`config.mk`:
```
export PLATFORM = sky130hd
export DESIGN_NAME = ir_control_fsm
export DESIGN_NICKNAME = d
export VERILOG_FILES = /design/src/rtl/cpu_pkg.sv /design/src/rtl/ctrl_decode.sv /design/src/rtl/ir_control_fsm.sv
export SDC_FILE = /design/constraint.sdc
export NUM_CORES = 1
export LEC_CHECK = 0
export ABC_CLOCK_PERIOD_IN_PS = 1950
export CAP_MARGIN = 20
export CORE_UTILIZATION = 50
export CTS_CLUSTER_SIZE = 12
export DETAILED_ROUTE_END_ITERATION = 6
export DONT_BUFFER_PORTS = 1
export GPL_ROUTABILITY_DRIVEN = 0
export PLACE_DENSITY_LB_ADDON = 0.3
export SLEW_MARGIN = 20
export SYNTH_ARGS = -nofsm -noshare
export SYNTH_HDL_FRONTEND = slang
export SYNTH_SLANG_ARGS = --single-unit
```
`constraint.sdc`:
```
create_clock -name clk -period 1.95 [get_ports clk]
set_clock_uncertainty 0.1 [all_clocks]
set_input_delay 0.0975 -clock clk [delete_from_list [all_inputs] [get_ports clk]]
set_output_delay 0.0975 -clock clk [all_outputs]
set_load 0.01 [all_outputs]
```
`src/rtl/cpu_pkg.sv`:
```
// Shared CPU control definitions: opcode map, ALU operation codes and FSM state codes.
package cpu_pkg;

   localparam logic [3:0] OP_ADD   = 4'h0;
   localparam logic [3:0] OP_SUB   = 4'h1;
   localparam logic [3:0] OP_AND   = 4'h2;
   localparam logic [3:0] OP_OR    = 4'h3;
   localparam logic [3:0] OP_XOR   = 4'h4;
   localparam logic [3:0] OP_ADDI  = 4'h5;
   localparam logic [3:0] OP_LOAD  = 4'h6;
   localparam logic [3:0] OP_STORE = 4'h7;
   localparam logic [3:0] OP_BEQ   = 4'h8;
   localparam logic [3:0] OP_JMP   = 4'h9;
   localparam logic [3:0] OP_HALT  = 4'hF;

   localparam logic [2:0] ALU_ADD    = 3'd0;
   localparam logic [2:0] ALU_SUB    = 3'd1;
   localparam logic [2:0] ALU_AND    = 3'd2;
   localparam logic [2:0] ALU_OR     = 3'd3;
   localparam logic [2:0] ALU_XOR    = 3'd4;
   localparam logic [2:0] ALU_PASS_B = 3'd5;

   typedef logic [2:0] state_t;
   localparam state_t ST_FETCH  = 3'd0;
   localparam state_t ST_DECODE = 3'd1;
   localparam state_t ST_EXEC   = 3'd2;
   localparam state_t ST_MEM    = 3'd3;
   localparam state_t ST_WB     = 3'd4;
   localparam state_t ST_HALT   = 3'd5;

   // Codes A..E are reserved and retire straight from DECODE.
   function automatic logic is_nop_op(input logic [3:0] op);
      return (op >= 4'hA) && (op <= 4'hE);
   endfunction

endpackage

```
`src/rtl/ctrl_decode.sv`:
```
// Combinational opcode lookup feeding the control FSM's EXEC/MEM/WB decisions.
module ctrl_decode
   import cpu_pkg::*;
(
   input  logic [3:0] opcode,
   output logic [2:0] alu_op,
   output logic       alu_src_imm,
   output logic       is_mem,
   output logic       is_store,
   output logic       is_branch,
   output logic       is_jmp,
   output logic       writes_rd
);

   always_comb begin
      alu_op      = ALU_ADD;
      alu_src_imm = 1'b0;
      is_mem      = 1'b0;
      is_store    = 1'b0;
      is_branch   = 1'b0;
      is_jmp      = 1'b0;
      writes_rd   = 1'b0;
      case (opcode)
         OP_ADD, OP_SUB, OP_AND, OP_OR, OP_XOR: begin
            alu_op    = opcode[2:0];
            writes_rd = 1'b1;
         end
         OP_ADDI: begin
            alu_src_imm = 1'b1;
            writes_rd   = 1'b1;
         end
         OP_LOAD: begin
            alu_src_imm = 1'b1;
            is_mem      = 1'b1;
            writes_rd   = 1'b1;
         end
         OP_STORE: begin
            alu_src_imm = 1'b1;
            is_mem      = 1'b1;
            is_store    = 1'b1;
         end
         OP_BEQ: begin
            alu_op    = ALU_SUB;
            is_branch = 1'b1;
         end
         OP_JMP: begin
            alu_op      = ALU_PASS_B;
            alu_src_imm = 1'b1;
            is_jmp      = 1'b1;
         end
         default: ;
      endcase
   end

endmodule

```
`src/rtl/ir_control_fsm.sv`:
```
// Multi-cycle CPU control FSM: fetch/decode/execute/memory/write-back sequencing
// with a memory-wait timeout that parks the machine in HALT with a sticky fault.
module ir_control_fsm
   import cpu_pkg::*;
#(
   parameter int MEM_TIMEOUT = 15
) (
   input  logic       clk,
   input  logic       rst,
   input  logic [3:0] opcode,
   input  logic       alu_zero,
   input  logic       mem_ready,
   output logic       ir_ena,
   output logic       pc_inc,
   output logic       pc_load,
   output logic       addr_sel,
   output logic       mem_req,
   output logic       mem_we,
   output logic [2:0] alu_op,
   output logic       alu_src_imm,
   output logic       rf_we,
   output logic       wb_sel,
   output logic       halted,
   output logic       fault
);

   // Fault fires on the wait cycle in which the count would reach MEM_TIMEOUT.
   localparam logic [3:0] WAIT_LIMIT = 4'(MEM_TIMEOUT - 1);

   state_t     state_reg, state_next;
   logic [3:0] cnt_reg, cnt_next;
   logic       fault_reg, fault_next;
   logic       waiting;

   logic [2:0] dec_alu_op;
   logic       dec_imm, dec_mem, dec_store, dec_branch, dec_jmp, dec_wr;

   logic       ir_ena_c, pc_inc_c, pc_load_c, addr_sel_c, mem_req_c, mem_we_c;
   logic [2:0] alu_op_c;
   logic       alu_src_imm_c, rf_we_c, wb_sel_c, halted_c;

   ctrl_decode u_decode (
      .opcode      (opcode),
      .alu_op      (dec_alu_op),
      .alu_src_imm (dec_imm),
      .is_mem      (dec_mem),
      .is_store    (dec_store),
      .is_branch   (dec_branch),
      .is_jmp      (dec_jmp),
      .writes_rd   (dec_wr)
   );

   always_comb begin
      state_next    = state_reg;
      fault_next    = fault_reg;
      waiting       = 1'b0;
      ir_ena_c      = 1'b0;
      pc_inc_c      = 1'b0;
      pc_load_c     = 1'b0;
      addr_sel_c    = 1'b0;
      mem_req_c     = 1'b0;
      mem_we_c      = 1'b0;
      alu_op_c      = ALU_ADD;
      alu_src_imm_c = 1'b0;
      rf_we_c       = 1'b0;
      wb_sel_c      = 1'b0;
      halted_c      = 1'b0;
      case (state_reg)
         ST_FETCH: begin
            mem_req_c = 1'b1;
            if (mem_ready) begin
               ir_ena_c   = 1'b1;
               pc_inc_c   = 1'b1;
               state_next = ST_DECODE;
            end else begin
               waiting = 1'b1;
            end
         end
         ST_DECODE: begin
            if (opcode == OP_HALT)       state_next = ST_HALT;
            else if (is_nop_op(opcode))  state_next = ST_FETCH;
            else                         state_next = ST_EXEC;
         end
         ST_EXEC: begin
            alu_op_c      = dec_alu_op;
            alu_src_imm_c = dec_imm;
            if (dec_branch) begin
               pc_load_c  = alu_zero;
               state_next = ST_FETCH;
            end else if (dec_jmp) begin
               pc_load_c  = 1'b1;
               state_next = ST_FETCH;
            end else if (dec_mem) begin
               state_next = ST_MEM;
            end else if (dec_wr) begin
               state_next = ST_WB;
            end else begin
               state_next = ST_FETCH;
            end
         end
         ST_MEM: begin
            mem_req_c  = 1'b1;
            addr_sel_c = 1'b1;
            mem_we_c   = dec_store;
            if (mem_ready) state_next = dec_store ? ST_FETCH : ST_WB;
            else           waiting    = 1'b1;
         end
         ST_WB: begin
            rf_we_c    = 1'b1;
            wb_sel_c   = dec_mem && !dec_store;
            state_next = ST_FETCH;
         end
         ST_HALT: halted_c = 1'b1;
         default: state_next = ST_FETCH;
      endcase

      // A completing transfer on the limit cycle never reaches here (waiting=0).
      if (waiting && (cnt_reg == WAIT_LIMIT)) begin
         fault_next = 1'b1;
         state_next = ST_HALT;
      end

      if (state_next != state_reg) cnt_next = 4'd0;
      else if (waiting)            cnt_next = cnt_reg + 4'd1;
      else                         cnt_next = cnt_reg;
   end

   always_ff @(posedge clk) begin
      if (rst) begin
         state_reg <= ST_FETCH;
         cnt_reg   <= 4'd0;
         fault_reg <= 1'b0;
      end else begin
         state_reg <= state_next;
         cnt_reg   <= cnt_next;
         fault_reg <= fault_next;
      end
   end

   // Reset masks every output, so an abandoned instruction cannot leak a write.
   assign ir_ena      = ir_ena_c      & ~rst;
   assign pc_inc      = pc_inc_c      & ~rst;
   assign pc_load     = pc_load_c     & ~rst;
   assign addr_sel    = addr_sel_c    & ~rst;
   assign mem_req     = mem_req_c     & ~rst;
   assign mem_we      = mem_we_c      & ~rst;
   assign alu_op      = rst ? 3'd0 : alu_op_c;
   assign alu_src_imm = alu_src_imm_c & ~rst;
   assign rf_we       = rf_we_c       & ~rst;
   assign wb_sel      = wb_sel_c      & ~rst;
   assign halted      = halted_c      & ~rst;
   assign fault       = fault_reg     & ~rst;

endmodule

```
==> impl_results.md, run 1 <==
* Status: finished clean
* Total power at around 430 uW
* Die ar. at ~0.0016 mm2
* Worst skew pair latency at ~0.25 ns
* Top cells by area, synth: dfxtp_1 22%, nor3_1 6.9%, nand2b_1 5.2%
* Fill count at about 120
* Total negative setup slack at 0 ns
* Synth Flop Type: dfxtp_1
* Std-Cell Rows at 13
* Max cap viols at 0
* Arr. time, crit path at between 1.5 and 2 ns
* EDFF count, synth at 0
* Final HPWL DP at between 1000 and 1500 um
* Cell variety after synth at 38
* VDD IR-drop max at ~0.37 mV
* GRT overflow at 0
* Metal3 WL at approximately 86 um
* First-pass GRT wire length at 2280 um
* DR top layer: met3
* Clk slew on worst S/H paths at approximately 0.05 ns
* CTS tree: done
* DRT Wirelength at about 1600 um
* Layout Area Growth over Synthesis at 14.3%
* Root buf cell: clkbuf_4
* Drt initial violations at 11
* H-Tree Depth at 1
* DR WL/cell at ~14 um
* Max Fclk at about 0.53 GHz
* Flops & latches, synth at 8
* TritonCTS Buffers at 3
* P per Cell Area at roughly 520 mW/mm2
* R2r startpoint: cnt_reg[0]
* Most common cell on crit path: buf_4
* Worst hold stages at 3
* FF-to-FF path depth at 7
* # DRC at 0
* IO Pins at 22
* Crit path time final at 1.89 ns
* Seq/Total Area, Yosys at between 20% and 30%
* DR pass1 iterations at 4
* Slew margin rel. at a little over two thirds
* Final setup violation count at 0
* Fin. Hold Viols at 0
* R2r setup slk at about 0.090 ns
* Critical path peak fanout at 7
* Syn avg cell area at approximately 7.7 um2
* Largest area contributor in the netlist: dfxtp_1
* Max Transition Viols Final at 0
* Critical Path, Cell by Cell: buf_4 -> or3_4 -> or2_4 -> nor3b_2 -> buf_4
* Worst setup EP type: output port
* Port bufs at 0
* Diode count at 0
* Hold Path End: state_reg[2]
* Total global-route track usage at between 20% and 30%
* Worst R2R End: cnt_reg[2]
* # nets final at approximately 110
* Fraction of layout cells with a size suffix above 1 at 26.0%
* Hold Slack at 0.0106 ns
* Die X at about 40 um
* Cells after Synth at 95
* Via Count at a little under 700
* Mapped Nets at approximately 110
* Via density at approximately 6.0
* Largest net degree at the start of global routing at 13
* Routed Antenna Nets at 0
* WS Path Type: flip-flop to output port
* Hold/Removal Path Class: input pin to flip-flop
* Register Area at between 150 and 200 um2
* CTS Sinks at 8
* Core ar. at roughly 0.0013 mm2
* Startpoint types: flip-flop
* Leakage at between 0.0003 and 0.0004 uW
* DIE HEIGHT at 40.2 um
* Yosys warnings at 0
* Tcrit/Tclk final at 97.1%
* Async SR Flop Fraction at 0%
* Starting density of the core at a little over half
* Met2 WL at ~770 um
* Worst-Margin Slew at about 0.45 ns
* Initial antenna violation count at 0
* DRT met1 WL at approximately 750 um
* Max reg flops at 4
* Vias in the first global route at around 580
* Crit-path max cell delay at approximately 0.4 ns
* RSZ-0062 raised after global routing: false
* Critical path's slowest cell: or3_4
* WP data required at between 1.5 and 2 ns
* Synthesized cell area at 728 um2
* Footprint of the multi-input gates at 534 um2
* Clock buffer depth at 2
* Min-Delay Startpoint: mem_ready
* Yosys top cell area share at approximately 22%
-- timing repair --
| item | in CTS | in global routing |
|---|---|---|
| buffers inserted | 0 | 2 |
| endpoints found under the hold margin | 4 | 0 |
| endpoints found under the setup margin | 4 | 1 |
| resized for setup | 8 | 2 |
| pin swaps | 2 | 0 |
| hold buffers | 1 | 0 |
-- cells in the mapped netlist, types with 3 or more instances --
cell      instances
clkbuf_1          3
buf_2             3
nor2b_1           3
a21oi_1           5
nand2b_1          6
nor2_1           10
and3_1            3
nand2_1           5
nor3_1           10
dfxtp_1           8
nor3b_1           4
xor2_1            3
-- routing by layer --
layer	global-route usage, %	vias up
met5	0	-
met4	5.17	0
met3	8.33	0
met2	35.5	18
met1	25.8	321
li1	-	349
-- critical path: cells and delay by family, from the launching register on --
kind	cells	cell delay, ns
buffers and inverters	2	0.29
DFF	1	0.35
and+or+nand+nor	3	0.81
-- worst max path at each step --
stage / from / end / slack, ns / depth (start not counted)
floorplan: cnt_reg[0] / cnt_reg[1] / 0.01 / 7
finish: state_reg[0] / alu_op[1] / 0.06 / 5
CTS: state_reg[0] / alu_op[1] / 0.04 / 5
global placement: cnt_reg[0] / cnt_reg[1] / 0.07 / 7
detailed placement: cnt_reg[0] / cnt_reg[1] / 0.02 / 7
global route: cnt_reg[0] / cnt_reg[0] / 0.002 / 7
-- area by class of cell --
cell class	count	share of cell area [%]
multi-input cells	77	64.2
well taps	15	2.26
flip-flops and latches	8	20.2
inverters	1	0.451
clock buffers	3	2.71
repair buffers	11	10.2
-- placed cells by master (no fill, tap or decap), types with 2 or more instances in the layout --
cell type,netlist,routed
xnor2_1,2,2
a21oi_1,5,5
nor2_1,10,10
dfxtp_1,8,4
nor3_1,10,9
dfxtp_2,0,3
and3b_1,2,2
nor3b_1,4,3
clkbuf_4,0,3
xor2_1,3,3
nand2_1,5,5
nor2b_1,3,3
a31oi_1,2,2
buf_4,2,10
nor3_2,1,2
ha_1,2,2
nand2b_1,6,6
and3_1,3,2
-- per-stage QoR --
step	util, %	setup WS (ns)	cells	area, um2
2_1_floorplan	-	0.0148	95	728
3_3_place_gp	56.6	0.0652	109	754
3_5_place_dp	56.6	0.0158	109	754
4_1_cts	61.0	0.0362	113	813
5_1_grt	62.4	0.00239	115	832
6_report	62.4	0.0558	115	832
-- where the power goes --
part	total, uW	switching (uW)	internal (uW)
logic	123	63.7	59.4
clock network	127	56.9	70.5
registers	180	8.88	172
total	431	129	301
-- cell families (layout without fill, tap and decap cells) --
| family | count (synthesis) | count (layout) | share of synthesized area, % |
|---|---|---|---|
| AND/OR/NAND/NOR | 51 | 51 | 39.0 |
| adder cells (fa/ha/maj) | 2 | 2 | 3.44 |
| AO/OA/AOI/OAI | 19 | 19 | 21.8 |
| buffers and inverters | 10 | 15 | 7.73 |
| XOR/XNOR | 5 | 5 | 6.01 |
| flip-flops | 8 | 8 | 22.0 |
Note: power is estimated with default switching activity, not from simulation.
==> run 2: changes to the inputs <==
--- a/config.mk
+++ b/config.mk
@@ -5,7 +5,7 @@
 export SDC_FILE = /design/constraint.sdc
 export NUM_CORES = 1
 export LEC_CHECK = 0
-export ABC_CLOCK_PERIOD_IN_PS = 1950
+export ABC_CLOCK_PERIOD_IN_PS = 1800
 export CAP_MARGIN = 20
 export CORE_UTILIZATION = 50
 export CTS_CLUSTER_SIZE = 12
==> constraint.sdc (replaced) <==
create_clock -name clk -period 1.8 [get_ports clk]
set_clock_uncertainty 0.1 [all_clocks]
set_input_delay 0.09 -clock clk [delete_from_list [all_inputs] [get_ports clk]]
set_output_delay 0.09 -clock clk [all_outputs]
set_load 0.01 [all_outputs]
==> run 2 against run 1 <==
Compared with the run above:
- the run now ends with hold timing left
- flip-flop and latch count unchanged
- routed wire length up 7.4%
- setup slack lost 0.047 ns
- critical endpoint unchanged
==> impl_results.md, run 2 (same netlist as run 1, synthesis figures left out) <==
* VDD IR-drop max at about 0.46 mV
* DRT met1 WL at approximately 800 um
* Final setup violation count at 0
* IO Pins at 22
* Worst skew pair latency at about 0.25 ns
* Die X at 40.2 um
* WS Path Type: flip-flop to output port
* Via density at around 6
* Total negative setup slack at 0 ns
* Clk slew on worst S/H paths at ~0.050 ns
* Footprint of the multi-input gates at 571 um2
* Met2 WL at just over 800 um
* Clock buffer depth at 2
* WP data required at between 1.5 and 2 ns
* Commonest non-fill, non-tap cell in the layout: buf_4
* H-Tree Depth at 1
* Via Count at between 700 and 800
* Core ar. at 0.00133 mm2
* Psw at about 140 uW
* Worst setup EP type: output port
* CP Depth at 5
* Net switching fraction of the power at around 30%
* Std-Cell Rows at 13
* Buffers and inverters on the worst path at 1
* # DRC at 0
* Worst hold stages at 3
* CTS Sinks at 8
* Max Fclk at between 0.5 and 0.6 GHz
* Fraction of layout cells with a size suffix above 1 at roughly a third
* Most frequent cells in the layout: 12 x buf_4, 10 x nor2_1, 9 x nor3_1
* Hold/Removal Path Class: input pin to flip-flop
* Largest net degree at the start of global routing at 13
* Critical path's top delay family: simple AND/OR/NAND/NOR gates
* Total global-route track usage at roughly a quarter
* Crit-path max cell delay at approximately 0.34 ns
* DR pass1 iterations at 4
* Drt initial violations at 12
* Failing checks: hold timing
* Max reg flops at 4
* Diode count at 0
* Routed Antenna Nets at 0
* Register Area at ~170 um2
* Status: complete, but fails checks
* Worst-Margin Slew at 0.413 ns
* Max Transition Viols Final at 0
* Leakage at between 0.0003 and 0.0004 uW
* Port bufs at 0
* DRT Wirelength at about 1700 um
* CTS tree: done
* Power share of the clock group at 28.1%
* Seq pwr share at 42.5%
* GRT overflow at 0
* Tcrit/Tclk final at between 90% and 100%
* DIE HEIGHT at between 40 and 50 um
* Critical path's slowest cell: dfxtp_2
* First-pass GRT wire length at roughly 2600 um
* P per Cell Area at between 500 and 600 mW/mm2
* # nets final at approximately 120
* DR WL/cell at approximately 15 um
* DR top layer: met4
* Hold buffer count at cts at 2
* Root buf cell: clkbuf_4
* TritonCTS Buffers at 3
* Initial antenna violation count at 0
* Metal3 WL at just over 60 um
* FF-to-FF path depth at 7
* Vias in the first global route at ~590
* Fin. Hold Viols at 3
* Max cap viols at 0
* Critical path peak fanout at 5
* RSZ-0062 raised after global routing: true
* Final HPWL DP at around 1100 um
* Crit path time final at around 1.8 ns
* Arr. time, crit path at 1.60 ns
* Startpoint types: flip-flop
* Critical Path, Cell by Cell: nand2b_4 -> or3_4 -> or2_4 -> nor3b_2 -> buf_4
* Starting density of the core at a little over half
* Logic gate share of total power at about 30%
* Hold Slack at -0.0196 ns
* Slew margin rel. at roughly 72%
* Die ar. at 0.00161 mm2
* Fill count at roughly 120
* Pint at around 330 uW
* Layout Area Growth over Synthesis at 22.7%
[run 2: changes by cell type in the layout (fill, tap and decap cells not counted), sizes merged]
cell	before	now
buf	10	12
dlygate4sd3	1	2
[run 2: final timing paths]
check                    start    endpoint  slack (ns)
setup reg to reg    cnt_reg[0]  cnt_reg[1]        0.03
hold reg to reg      fault_reg   fault_reg        0.40
hold / removal             rst  cnt_reg[0]       -0.02
setup / recovery  state_reg[2]   alu_op[1]       0.009
[run 2: worst register-to-register path, cell delays in order (launching register included)]
cell and delay (ns):
dfxtp_2 0.32, inv_1 0.04, ha_1 0.17, and3_1 0.17, and3_4 0.20, o31ai_2 0.26, nand2_2 0.13, a2111oi_4 0.28
[run 2: metal layers]
metal | track usage, % | vias up
met4 | 10.3 | 0
met5 | 0 | -
met1 | 32.6 | 323
li1 | - | 362
met3 | 3.33 | 2
met2 | 38.7 | 20
[run 2: power by group through the flow]
stage | Sequential (uW) | Combinational, uW | Clock (uW)
after floorplan | 195 | 115 | 0
after global placement | 200 | 120 | 0
after detailed placement | 201 | 121 | 0
after CTS | 198 | 128 | 138
after global routing | 199 | 149 | 148
final | 198 | 137 | 131
[run 2: timing repair]
action	CTS	global route
pin swaps	2	2
hold endpoints to repair	4	4
resized for setup	8	8
setup endpoints to repair	6	9
setup buffers	0	1
[run 2: metrics by stage]
stage	power (uW)	worst slack, ns	cells	area, um2	utilization [%]
finish	465	0.00852	118	893	67.0
global route	496	-0.0651	118	893	67.0
CTS	463	-0.0251	117	852	63.9
detailed placement	322	0.00371	112	783	58.7
global placement	320	0.0310	112	783	58.7
floorplan	311	-0.0268	95	734	-
[run 2: cell type report]
cell class | count | area share, %
Multi-Input combinational cell | 77 | 63.9
Tap cell | 15 | 2.10
Inverter | 1 | 0.420
Sequential cell | 8 | 18.8
Timing Repair Buffer | 14 | 12.3
Clock buffer | 3 | 2.52
==> run 3: changes to the inputs <==
--- a/config.mk
+++ b/config.mk
@@ -12,7 +12,7 @@
 export DETAILED_ROUTE_END_ITERATION = 6
 export DONT_BUFFER_PORTS = 1
 export GPL_ROUTABILITY_DRIVEN = 0
-export PLACE_DENSITY_LB_ADDON = 0.3
+export PLACE_DENSITY = 0.68
 export SLEW_MARGIN = 20
 export SYNTH_ARGS = -nofsm -noshare
 export SYNTH_HDL_FRONTEND = slang
==> run 3 against run 2 <==
Compared with the run above:
- the run ends with setup timing left
- sequential power about the same
- clock power decreased by 5%
- flip-flop and latch count unchanged
- setup slack lost 0.037 ns
- register-to-register slack got worse by 0.05 ns
- sequential share of layout area fell by 1.2 points
- combinational power is 17% higher
- critical path depth stayed put
- first-iteration DRC count increased by 42%
- non-clock buffer count increased by 2
- via count is 0.71% higher
- maximum frequency decreased by 2.0%
- critical path type unchanged
- critical endpoint unchanged
- largest power group unchanged
==> impl_results.md, run 3 (same netlist as run 1, synthesis figures left out) <==
* Status: complete, but fails checks
* Failing checks: setup timing
* Total negative setup slack at -0.0519 ns
* Fill count at 94
* Leakage at about 0.00035 uW
* Largest net degree at the start of global routing at 13
* RSZ-0062 raised after global routing: true
* Routed Antenna Nets at 0
* CTS Sinks at 8
* Pint at roughly 340 uW
* Min-Delay Startpoint: rst
* Worst hold stages at 3
* Max cap viols at 0
* Fin. Hold Viols at 0
* # DRC at 0
* VDD IR-drop max at about 0.45 mV
* Hold Path End: cnt_reg[0]
* GRT overflow at 0
* Net switching fraction of the power at between 20% and 30%
* Final setup margin at -0.0281 ns
* Setup WS pre-CTS at -0.00399 ns
* Logic gate share of total power at roughly a third
* # nets final at between 100 and 150
* Die ar. at around 0.0016 mm2
* Startpoint types: flip-flop
* Worst skew pair latency at 0.24 ns
* WP data required at 1.61 ns
* Crit path time final at roughly 1.8 ns
* DIE HEIGHT at around 40 um
* First-pass GRT wire length at between 2000 and 2500 um
* Std-Cell Rows at 13
* Total power at 483 uW
* Most frequent cells in the layout: 13 x buf_4, 10 x nor2_1
* Fraction of layout cells with a size suffix above 1 at a little over two fifths
* Layout Area Growth over Synthesis at 33.2%
* R2r startpoint: cnt_reg[0]
* TritonCTS Buffers at 3
* Root buf cell: clkbuf_4
* Max Transition Viols Final at 0
* FF-to-FF path depth at 7
* Hold/Removal Path Class: input pin to flip-flop
* Worst R2R End: cnt_reg[1]
* Via density at about 5.9
* Max Fclk at approximately 0.55 GHz
* Core ar. at 0.00133 mm2
* Commonest non-fill, non-tap cell in the layout: buf_4
* Final Util at between 70% and 80%
* Placed Instance Area at a little under 800 um2
* Via Count at 712
* Arr. time, crit path at around 1.6 ns
* CTS tree: done
* Die X at 40.2 um
* Seq pwr share at ~41%
* DR WL/cell at about 15 um
* Clk slew on worst S/H paths at about 0.050 ns
* Initial antenna violation count at 0
* R2r setup slk at -0.02 ns
* Tcrit/Tclk final at 102%
* Max reg flops at 4
* Slew margin rel. at between 70% and 80%
* Fin area at about 970 um2
* Port bufs at 0
* Diode count at 0
* Drt initial violations at 17
* Final HPWL DP at ~1100 um
* Critical path peak fanout at 3
* Starting density of the core at between 50% and 60%
* P per Cell Area at 498 mW/mm2
* Worst-Margin Slew at around 0.44 ns
* DR pass1 iterations at 4
* DRT Wirelength at around 1800 um
* Clock buffer depth at 2
* WS Path Type: flip-flop to output port
* Power share of the clock group at 25.8%
* Total global-route track usage at between 20% and 30%
* H-Tree Depth at 1
* Psw at ~140 uW
* Final setup violation count at 2
* IO Pins at 22
* Vias in the first global route at slightly below 600
* Worst setup EP type: output port
[run 3: changes by cell type in the layout (fill, tap and decap cells not counted), sizes merged]
cell	delta
dlygate4sd3	-1
buf	+3
[run 3: critical path, cell delays in order (launching register included)]
cell and delay (ns):
dfxtp_4 0.34, nand2b_4 0.13, or3_4 0.33, or2_4 0.28, nor3b_2 0.17, buf_4 0.14
[run 3: layout make-up]
cell class | count | area (um2) | area share (%)
tap | 15 | 18.8 | 1.94
sequential | 8 | 170 | 17.5
multi-input combinational | 77 | 624 | 64.4
clock buffer | 3 | 22.5 | 2.32
inverter | 1 | 3.75 | 0.387
timing repair buffer | 16 | 130 | 13.4
[run 3: per-stage QoR]
step | std cells | hold WS, ns
after floorplan | 95 | 0.219
after global placement | 111 | 0.0630
after detailed placement | 111 | 0.0688
after CTS | 116 | -0.201
after global routing | 120 | 0.0333
final | 120 | 0.0240
[run 3: how the worst max path moves through the flow]
stage                       from          to  slack, ns
floorplan           state_reg[2]   alu_op[1]      -0.03
global placement      cnt_reg[0]  cnt_reg[1]       0.01
detailed placement    cnt_reg[0]  cnt_reg[1]     -0.004
CTS                 state_reg[2]     pc_load      -0.03
global route        state_reg[2]   alu_op[1]       -0.1
finish              state_reg[2]   alu_op[1]      -0.03
[run 3: routing by layer]
metal,track usage (%),up-vias,share of wire (%)
li1,-,362,-
met2,41.5,15,49
met1,27.1,335,48
met5,0,-,0
met3,0.556,0,2.6
met4,5.17,0,0
[run 3: timing repair]
| action | in CTS | in global routing |
|---|---|---|
| resized for setup | 14 | 14 |
| gates cloned | 0 | 0 |
| hold endpoints to repair | 5 | 4 |
| setup buffers | 2 | 3 |
| pin swaps | 2 | 6 |
| setup endpoints to repair | 6 | 9 |
[run 3: power groups by stage]
stage / Sequential [uW] / Clock, uW / Combinational [uW]
floorplan: 195 / 0 / 115
global placement: 200 / 0 / 117
detailed placement: 201 / 0 / 119
CTS: 196 / 133 / 128
global route: 199 / 141 / 174
finish: 198 / 125 / 160
